$ cat src/rtl/digdug_cus06_pkg.sv
// Shared types and constants for the CUS06 custom-chip bus controller.
//   state_t     : transfer FSM states
//   ctrl_t      : field view of the 8-bit control register
//   NMI_INHIBIT : control value that parks the NMI timer
//   IDX_W       : width of the device register index counter
package digdug_cus06_pkg;

  localparam int unsigned IDX_W    = 4;
  localparam int unsigned DATA_W   = 8;
  localparam int unsigned CHIP_N   = 4;
  localparam int unsigned PERIOD_W = 3;

  localparam logic [DATA_W-1:0] NMI_INHIBIT = 8'h10;

  typedef enum logic [1:0] {
    ST_IDLE   = 2'd0,
    ST_SETUP  = 2'd1,
    ST_STROBE = 2'd2,
    ST_HOLD   = 2'd3
  } state_t;

  // Control register layout: {period[2:0], dir, mask[3:0]}; dir=1 means read.
  typedef struct packed {
    logic [PERIOD_W-1:0] period;
    logic                dir;
    logic [CHIP_N-1:0]   mask;
  } ctrl_t;

  // Lowest selected chip wins a multi-select read.
  function automatic logic [1:0] lowest_chip(input logic [CHIP_N-1:0] mask);
    logic [1:0] sel;
    sel = 2'd3;
    if (mask[0])      sel = 2'd0;
    else if (mask[1]) sel = 2'd1;
    else if (mask[2]) sel = 2'd2;
    return sel;
  endfunction

endpackage

$ cat src/rtl/digdug_cus06_nmi_timer.sv
// Periodic NMI generator.
//   clk, rst_n : clock, async active-low reset
//   clr        : restart the timer (control write)
//   en         : timer running; when low everything is held at zero
//   period     : NMI period in ticks of TICK_DIV cycles (nonzero when en)
//   nmi        : registered NMI pulse, NMI_W cycles wide
module digdug_cus06_nmi_timer
  import digdug_cus06_pkg::*;
#(
  parameter int unsigned TICK_DIV = 2400,
  parameter int unsigned NMI_W    = 200
) (
  input  logic                clk,
  input  logic                rst_n,
  input  logic                clr,
  input  logic                en,
  input  logic [PERIOD_W-1:0] period,
  output logic                nmi
);

  localparam int unsigned TICK_CW = (TICK_DIV > 1) ? $clog2(TICK_DIV) : 1;
  localparam int unsigned PW_CW   = (NMI_W > 1) ? $clog2(NMI_W) : 1;

  logic [TICK_CW-1:0]  tick_cnt;
  logic [PERIOD_W-1:0] tick_num;
  logic [PW_CW-1:0]    pw_cnt;
  logic                tick_wrap;
  logic                fire;

  // A tick ends every TICK_DIV cycles; the NMI fires on the period-th tick.
  always_comb begin
    tick_wrap = (tick_cnt == TICK_CW'(TICK_DIV - 1));
    fire      = tick_wrap && (tick_num == PERIOD_W'(period - PERIOD_W'(1)));
  end

  // Prescaler, tick counter and pulse-width counter.
  always_ff @(posedge clk or negedge rst_n) begin
    if (!rst_n) begin
      tick_cnt <= '0;
      tick_num <= '0;
      pw_cnt   <= '0;
      nmi      <= 1'b0;
    end else if (clr || !en) begin
      tick_cnt <= '0;
      tick_num <= '0;
      pw_cnt   <= '0;
      nmi      <= 1'b0;
    end else begin
      tick_cnt <= tick_wrap ? '0 : tick_cnt + TICK_CW'(1);
      if (tick_wrap) begin
        tick_num <= fire ? '0 : tick_num + PERIOD_W'(1);
      end
      if (fire) begin
        nmi    <= 1'b1;
        pw_cnt <= PW_CW'(NMI_W - 1);
      end else if (nmi) begin
        if (pw_cnt == '0) begin
          nmi <= 1'b0;
        end else begin
          pw_cnt <= pw_cnt - PW_CW'(1);
        end
      end
    end
  end

endmodule

$ cat src/rtl/digdug_cus06_ctrl.sv
// CUS06 custom-chip bus controller: CPU control/data windows, device
// transfer sequencer (SETUP/STROBE/HOLD) and periodic NMI.
//   CL, RESET_N           : clock, async active-low reset
//   CS_CTL, CS_DAT, WR, RD, DI : CPU access; DO read data (registered)
//   BUSY, NMI             : transfer in progress, periodic NMI request
//   DEV_CS/WR/RD/AD/DO    : device chip selects, strobes, index, write data
//   DEV_DI0..DEV_DI3      : per-chip read data
// Build option: CUS06_CTRL_READBACK_EN makes CS_CTL reads return CTRL.
module digdug_cus06_ctrl
  import digdug_cus06_pkg::*;
#(
  parameter int unsigned TICK_DIV = 2400,
  parameter int unsigned NMI_W    = 200,
  parameter int unsigned STB_W    = 2
) (
  input  logic        CL,
  input  logic        RESET_N,
  input  logic        CS_CTL,
  input  logic        CS_DAT,
  input  logic        WR,
  input  logic        RD,
  input  logic [7:0]  DI,
  output logic [7:0]  DO,
  output logic        BUSY,
  output logic        NMI,
  output logic [3:0]  DEV_CS,
  output logic        DEV_WR,
  output logic        DEV_RD,
  output logic [3:0]  DEV_AD,
  output logic [7:0]  DEV_DO,
  input  logic [7:0]  DEV_DI0,
  input  logic [7:0]  DEV_DI1,
  input  logic [7:0]  DEV_DI2,
  input  logic [7:0]  DEV_DI3
);

  localparam int unsigned STB_CW = (STB_W > 1) ? $clog2(STB_W) : 1;

  state_t              state, state_n;
  logic [DATA_W-1:0]   ctrl;
  ctrl_t               cf;
  logic [IDX_W-1:0]    idx, idx_n;
  logic [STB_CW-1:0]   stb_cnt, stb_cnt_n;
  logic [DATA_W-1:0]   rdata, rdata_n;
  logic [DATA_W-1:0]   sel_di;

  logic                ctl_wr;
  logic                dat_acc;
  logic                start;
  logic                rd_latch;
  logic                xfer;
  logic                nmi_en;

  logic                busy_n;
  logic [CHIP_N-1:0]   dev_cs_n;
  logic                dev_wr_n;
  logic                dev_rd_n;
  logic [IDX_W-1:0]    dev_ad_n;
  logic [DATA_W-1:0]   dev_do_n;
  logic [DATA_W-1:0]   do_n;

  assign cf      = ctrl_t'(ctrl);
  assign ctl_wr  = CS_CTL & WR;
  assign dat_acc = CS_DAT & (WR | RD);
  assign nmi_en  = (cf.period != '0) && (ctrl != NMI_INHIBIT);

  // Read data source for the lowest selected chip.
  always_comb begin
    sel_di = DEV_DI3;
    case (lowest_chip(cf.mask))
      2'd0:    sel_di = DEV_DI0;
      2'd1:    sel_di = DEV_DI1;
      2'd2:    sel_di = DEV_DI2;
      default: sel_di = DEV_DI3;
    endcase
  end

  // Next state and next registered outputs; a control write overrides all.
  always_comb begin
    state_n   = state;
    idx_n     = idx;
    stb_cnt_n = stb_cnt;
    start     = 1'b0;
    rd_latch  = 1'b0;

    if (ctl_wr) begin
      state_n   = ST_IDLE;
      idx_n     = '0;
      stb_cnt_n = '0;
    end else begin
      case (state)
        ST_IDLE: begin
          if (dat_acc && (cf.mask != '0)) begin
            state_n = ST_SETUP;
            start   = 1'b1;
          end
        end
        ST_SETUP: begin
          state_n   = ST_STROBE;
          stb_cnt_n = '0;
        end
        ST_STROBE: begin
          if (stb_cnt == STB_CW'(STB_W - 1)) begin
            state_n  = ST_HOLD;
            rd_latch = cf.dir;
          end else begin
            stb_cnt_n = stb_cnt + STB_CW'(1);
          end
        end
        ST_HOLD: begin
          state_n = ST_IDLE;
          idx_n   = idx + IDX_W'(1);
        end
        default: state_n = ST_IDLE;
      endcase
    end

    xfer     = (state_n != ST_IDLE);
    busy_n   = xfer;
    dev_cs_n = xfer ? cf.mask : '0;
    dev_ad_n = xfer ? idx : '0;
    // Write data is captured at the access and held for the whole transfer.
    dev_do_n = start ? DI : (xfer ? DEV_DO : '0);
    dev_wr_n = (state_n == ST_STROBE) && !cf.dir;
    dev_rd_n = (state_n == ST_STROBE) &&  cf.dir;
    rdata_n  = rd_latch ? sel_di : rdata;

    do_n = 8'hFF;
    if (CS_CTL && RD) begin
`ifdef CUS06_CTRL_READBACK_EN
      do_n = ctrl;
`else
      do_n = 8'hFF;
`endif
    end else if (CS_DAT && RD && (cf.mask != '0)) begin
      do_n = rdata;
    end
  end

  // State, control, index and output registers.
  always_ff @(posedge CL or negedge RESET_N) begin
    if (!RESET_N) begin
      state   <= ST_IDLE;
      ctrl    <= '0;
      idx     <= '0;
      stb_cnt <= '0;
      rdata   <= 8'hFF;
      BUSY    <= 1'b0;
      DEV_CS  <= '0;
      DEV_WR  <= 1'b0;
      DEV_RD  <= 1'b0;
      DEV_AD  <= '0;
      DEV_DO  <= '0;
      DO      <= 8'hFF;
    end else begin
      state   <= state_n;
      idx     <= idx_n;
      stb_cnt <= stb_cnt_n;
      rdata   <= rdata_n;
      if (ctl_wr) begin
        ctrl <= DI;
      end
      BUSY    <= busy_n;
      DEV_CS  <= dev_cs_n;
      DEV_WR  <= dev_wr_n;
      DEV_RD  <= dev_rd_n;
      DEV_AD  <= dev_ad_n;
      DEV_DO  <= dev_do_n;
      DO      <= do_n;
    end
  end

  digdug_cus06_nmi_timer #(
    .TICK_DIV (TICK_DIV),
    .NMI_W    (NMI_W)
  ) u_nmi_timer (
    .clk    (CL),
    .rst_n  (RESET_N),
    .clr    (ctl_wr),
    .en     (nmi_en),
    .period (cf.period),
    .nmi    (NMI)
  );

endmodule

$ cat config.mk
export PLATFORM = sky130hd
export DESIGN_NAME = digdug_cus06_ctrl
export DESIGN_NICKNAME = d
export VERILOG_FILES = /design/src/rtl/digdug_cus06_pkg.sv /design/src/rtl/digdug_cus06_nmi_timer.sv /design/src/rtl/digdug_cus06_ctrl.sv
export SDC_FILE = /design/constraint.sdc
export NUM_CORES = 1
export LEC_CHECK = 0
export ABC_AREA = 1
export CORE_AREA = 2 2 86 88
export CTS_BUF_LIST = sky130_fd_sc_hd__clkbuf_2
export CTS_CLUSTER_SIZE = 24
export DETAILED_ROUTE_END_ITERATION = 8
export DIE_AREA = 0 0 88 90
export PLACE_DENSITY = 0.9
export SKIP_CTS_REPAIR_TIMING = 1
export SYNTH_ARGS = -nofsm -noshare
export SYNTH_HDL_FRONTEND = slang
export SYNTH_SLANG_ARGS = --single-unit
export TNS_END_PERCENT = 20
$ cat constraint.sdc
create_clock -name CL -period 2.1 [get_ports CL]
set_input_delay 0.63 -clock CL [delete_from_list [all_inputs] [get_ports CL]]
set_output_delay 0.63 -clock CL [all_outputs]
set_load 0.1 [all_outputs]
Word level (Yosys, flattened, before mapping)

Index checks and enable logic that the tools add are counted.

Add/sub/neg operators: 6
Eq/ne operators: 11
Multiplexer cells: 38
Bitwise logic cells: 3
Reduce and logical (&&, ||, !) cells: 22

Operators with widths:

| operator              | number |
|---|---|
| $mux 8                | 8 |
| $mux 12               | 2 |
| $pmux 8 s3            | 1 |
| $mux 4                | 4 |
| $mux 1                | 13 |
| $add 12x1->12 const B | 1 |
| $eq 12x12->1 const B  | 1 |
| $mux 2                | 5 |
| $mux 3                | 3 |
| $reduce_bool 3->1     | 3 |
| $eq 2x2->1 const B    | 4 |
| $logic_and 1x1->1     | 8 |
| $logic_not 8->1       | 1 |
| $ne 8x5->1 const B    | 1 |
| $pmux 2 s4            | 1 |
| $sub 8x1->8 const B   | 1 |
| $reduce_bool 2->1     | 3 |
| $add 4x1->4 const B   | 1 |
| $eq 2x1->1 const B    | 2 |
| $logic_not 2->1       | 2 |
| $reduce_bool 4->1     | 1 |
| $add 3x1->3 const B   | 1 |
| $eq 3x3->1            | 1 |
| $ne 3x1->1 const B    | 1 |
| other kinds (9)       | 11 |

Flip-flop bits (word level): 74
Bits of input ports: 46
Output and inout bits: 28
Logic and storage cells: 96

Logic depth before layout (Yosys ltp)

Gate-level depths: netlist (run 1).

Depth after elaboration: 9
Depth in mapped cells: 12
Depth with buffers taken out: 11

Cells and area by module

Synthesis (run 1) repeated with hierarchy kept, for this count alone.

Cells, all modules: 446
Area total of the unflattened synthesis: 3666.0 um^2

By module, submodules not included:

| module                 | times used | cells each | area each (um^2) | seq. area each (um^2) |
|---|---|---|---|---|
| digdug_cus06_ctrl      | 1          | 256        | 2238.4           | 1271.2 |
| digdug_cus06_nmi_timer | 1          | 190        | 1427.6           | 600.6 |

Worst setup path after synthesis (run 1)

No wires, ideal clock.

Path kind: register to register
From: register u_nmi_timer.nmi
To: register u_nmi_timer.pw_cnt[4]
Library setup time: 0.123 ns
Arrival: 1.508 ns
Required time: 1.977 ns
Path slack: 0.469 ns
Cell stages (with the launch flop): 5
Buffers on the path: 1
Clock period less this slack: 1.631 ns
Cells stage by stage: dfrtp_1 -> o21ai_1 -> buf_6 -> o21ai_0 -> a21oi_1

Word-level cells in the longest chain between the ends: 2

Ends and longest elaborated chain:

| item                               | RTL line                     | RTL |
|---|---|---|
| start, declared                    | digdug_cus06_nmi_timer.sv:18 | `output logic nmi` |
| start signal, assigned             | digdug_cus06_nmi_timer.sv:42 | `nmi <= 1'b0;` |
| start signal, assigned             | digdug_cus06_nmi_timer.sv:47 | `nmi <= 1'b0;` |
| start signal, assigned             | digdug_cus06_nmi_timer.sv:54 | `nmi <= 1'b1;` |
| $reduce_bool 3->1 (no source line) | n/a                          |  |
| $reduce_and 2->1 (no source line)  | n/a                          |  |
| end signal, assigned               | digdug_cus06_nmi_timer.sv:55 | `pw_cnt <= PW_CW'(NMI_W - 1);` |
| end signal, assigned               | digdug_cus06_nmi_timer.sv:60 | `pw_cnt <= pw_cnt - PW_CW'(1);` |
| end, declared                      | digdug_cus06_nmi_timer.sv:26 | `logic [PW_CW-1:0] pw_cnt;` |

Every way passes these cells.
A chain may end at the register's enable or synchronous reset.

Worst setup path in the final report (run 1)

From: register DO[7]
To: output DO[7]

RTL lines:

| item                   | RTL line                 | RTL |
|---|---|---|
| start, declared        | digdug_cus06_ctrl.sv:23  | `output logic [7:0] DO,` |
| start signal, assigned | digdug_cus06_ctrl.sv:169 | `DO <= do_n;` |

No word-level cell between the ends.

==> run summary, run 1 <==
Status -> finished, final reports clean
DRT iter0 DRCs -> 192
Die area -> 0.00792 mm²
Crit-path slowest cell -> dfstp_2
Placed cell areas -> 0.00480 mm²
Core Area -> 0.00702 mm²
Worst Skew -> 19.2 ps
Syn_nets -> 485
Post-synth top flop -> dfrtp_1
TritonCTS buffer count -> 9
Max_slew headroom -> 64.9%
Layout cells sized above 1 -> 17.7%
WS Path Type -> register to output port
Worst Reg-to-Reg Cells -> 10
Post-layout util -> 69.9%
Ys async rst share -> 100%
Max IR drop VDD -> 0.999 mV
Post-synth top area share -> 40.0%
Initial Util -> 51.7%
Slew Limit Fails -> 0
Int Power -> 2.96 mW
Req. time, crit path -> 1470 ps
Worst skew pair latency -> 520 ps
Die W -> 88 µm
Final setup viols -> 0
Clock transition at path regs -> 200 ps
Largest stage delay on the critical path -> 600 ps
Cell area after synthesis -> 0.00363 mm²
Crit path buffers/inverters -> 1
Clock share of power -> 14.1%
Vias in the first global route -> 3368
Die Y -> 90 µm
Lkg Pwr -> 2.34 nW
Total grt overflow -> 0
Row count -> 31
Setup crit start kind -> register
Hold WS -> 91.2 ps
Global-route usage over all layers -> 24.3%
PortBufs -> 73
Post-route cell area -> 0.00490 mm²
Layout Nets -> 572
Worst reg-to-reg setup slack -> 370 ps
Clock Sinks -> 74
Root buf cell -> clkbuf_2
Cell Pwr Density -> 1110 mW/mm²
Htree depth -> 3
Final Wtd Congestion -> 0.863
Post-synth top cells -> 114 x nand2_1, 58 x dfrtp_1, 53 x inv_1
Via count -> 3217
Detail-routed net length per standard cell -> 14.2 µm
Register area share after synthesis -> 51.6%
DR vias/cell -> 5.20
Tcrit/Tclk final -> 90.6%
Final Hold Viols -> 0
Leading post-synthesis cells by cell area -> dfrtp_1 40%, nand2_1 12%, dfstp_2 12%
CP arrival -> 1270 ps
Finished Layout Cells -> 619
CTS tree -> done
Synthesized area per cell -> 8.48 µm²
FMAX -> 526 MHz
Warnings from Yosys -> 0
I/O Pins -> 74
Bufs on Longest Clock Path -> 2
DR pass1 iterations -> 4
Switch share -> 45.7%
P&R area growth vs syn -> 35.1%
Yosys cell types -> 33
Post-DRT Antenna Nets -> 0
CP Cell Sequence -> buf_12
Post-layout min period -> 1900 ps
Top-count cell post-synth -> nand2_1
Post-Syn Instances -> 428
Post-route DRC -> 0
CP max FO -> 1
Placed cell count -> 603
Final wirelength -> 8800 µm
Delay-heaviest family, CP -> flip-flops
Number of synthesized flops with an enable pin -> 0
Tightest Pin Transition -> 524 ps
Initial antenna violation count -> 0
Largest net degree at the start of global routing -> 75
Seq pwr share -> 37.5%
Yosys top cell by area -> dfrtp_1
RR Startpoint -> state[0]
First-pass GRT wire length -> 15100 µm
Hold Crit Class -> input port to async pin
Max cap viols -> 0
N_diodes -> 0
P_sw -> 2.49 mW
Reg2reg end -> DEV_CS[3]
Synthesis-stage register bit count -> 74
Combinational group share of total power -> 48.4%
Post-DP HPWL -> 6680 µm
Worst Setup End Kind -> output port
RSZ-0062 raised after global routing -> false
per-layer routing:
layer / vias to the layer above / part of all wire [%] / GRT usage [%]
met5: - / 0 / 0
met4: 0 / 2.3 / 10.5
met3: 18 / 4.6 / 4.13
met2: 107 / 53 / 41.5
met1: 1560 / 40 / 29.7
li1: 1532 / - / -
layout by cell type (no fill, tap or decap), types with 10 or more instances in the layout:
master	count
nand2_1	114
nor2_1	47
dfstp_2	16
buf_12	29
clkbuf_2	10
dfrtp_1	58
inv_1	53
nand3_1	26
ha_1	11
o21ai_0	19
clkdlybuf4s50_1	44
nand4_1	19
buf_4	10
state kept, by name (all words and copies together), names as in the netlist, 2 cells and up:
| name | count |
|---|---|
| state | 2 |
| u_nmi_timer.tick_num | 3 |
| DEV_CS | 4 |
| DEV_AD | 4 |
| u_nmi_timer.pw_cnt | 8 |
| u_nmi_timer.tick_cnt | 12 |
| DO | 8 |
| DEV_DO | 8 |
| cf | 8 |
| rdata | 8 |
| idx | 4 |
worst max path at each step:
stage / slack (ps) / startpoint / endpoint / depth (start not counted)
finish: 200 / DO[7] / DO[7] / 1
global placement: 70 / WR / DEV_CS[2] / 9
CTS: 160 / DO[6] / DO[6] / 1
global route: 120 / DO[6] / DO[6] / 1
floorplan: 470 / u_nmi_timer.nmi / u_nmi_timer.pw_cnt[4] / 4
detailed placement: -30 / WR / DEV_CS[3] / 9
logic make-up (layout without fill, tap and decap cells):
logic type      Yosys count  in the layout  share of synthesized area, %
flops                    74             74                          51.6
buf+inv                  63            155                          7.27
simple gates            234            234                          29.6
xor+xnor                 11             11                          2.65
fa+ha+maj                11             11                          3.79
compound gates           35             35                          5.10
worst reg2reg max path: cells and delay by family (launching register included):
family                   cells  cell delay (ps)
flip-flops                   1              450
AO/OA/AOI/OAI                1              140
AND/OR/NAND/NOR              4              490
buffers and inverters        4              380
adder cells (fa/ha/maj)      1              200
metrics by stage:
stage | worst slack (ps) | setup TNS [ps] | total power [mW]
3_5_place_dp | -33.4 | -180 | 4.71
6_report | 198 | 0 | 5.46
5_1_grt | 124 | 0 | 5.72
3_3_place_gp | 69.3 | 0 | 4.61
4_1_cts | 158 | 0 | 5.47
2_1_floorplan | 469 | 0 | 3.64
power by group through the flow:
stage	registers, mW	clock network [mW]	logic (mW)
after floorplan	2.96	0	0.679
after global placement	2.05	0	2.56
after detailed placement	2.06	0	2.65
after CTS	2.04	0.775	2.65
after global routing	2.08	0.840	2.80
final	2.05	0.768	2.64
area by class of cell:
class                   count  area (µm²)
inverters                  55         206
flip-flops and latches     74        1870
clock buffers              10        50.0
fillers                   493        2120
well taps                  99         124
clock inverters             6        57.6
repair buffers             84        1100
multi-input cells         291        1490
(Power assumes the default switching activity.)
==> inputs of run 2 (changes only) <==
Settings changed: CAP_MARGIN set to 20.
==> results of run 2 <==
Final layout, timing and power as in run 1 (identical DEF).
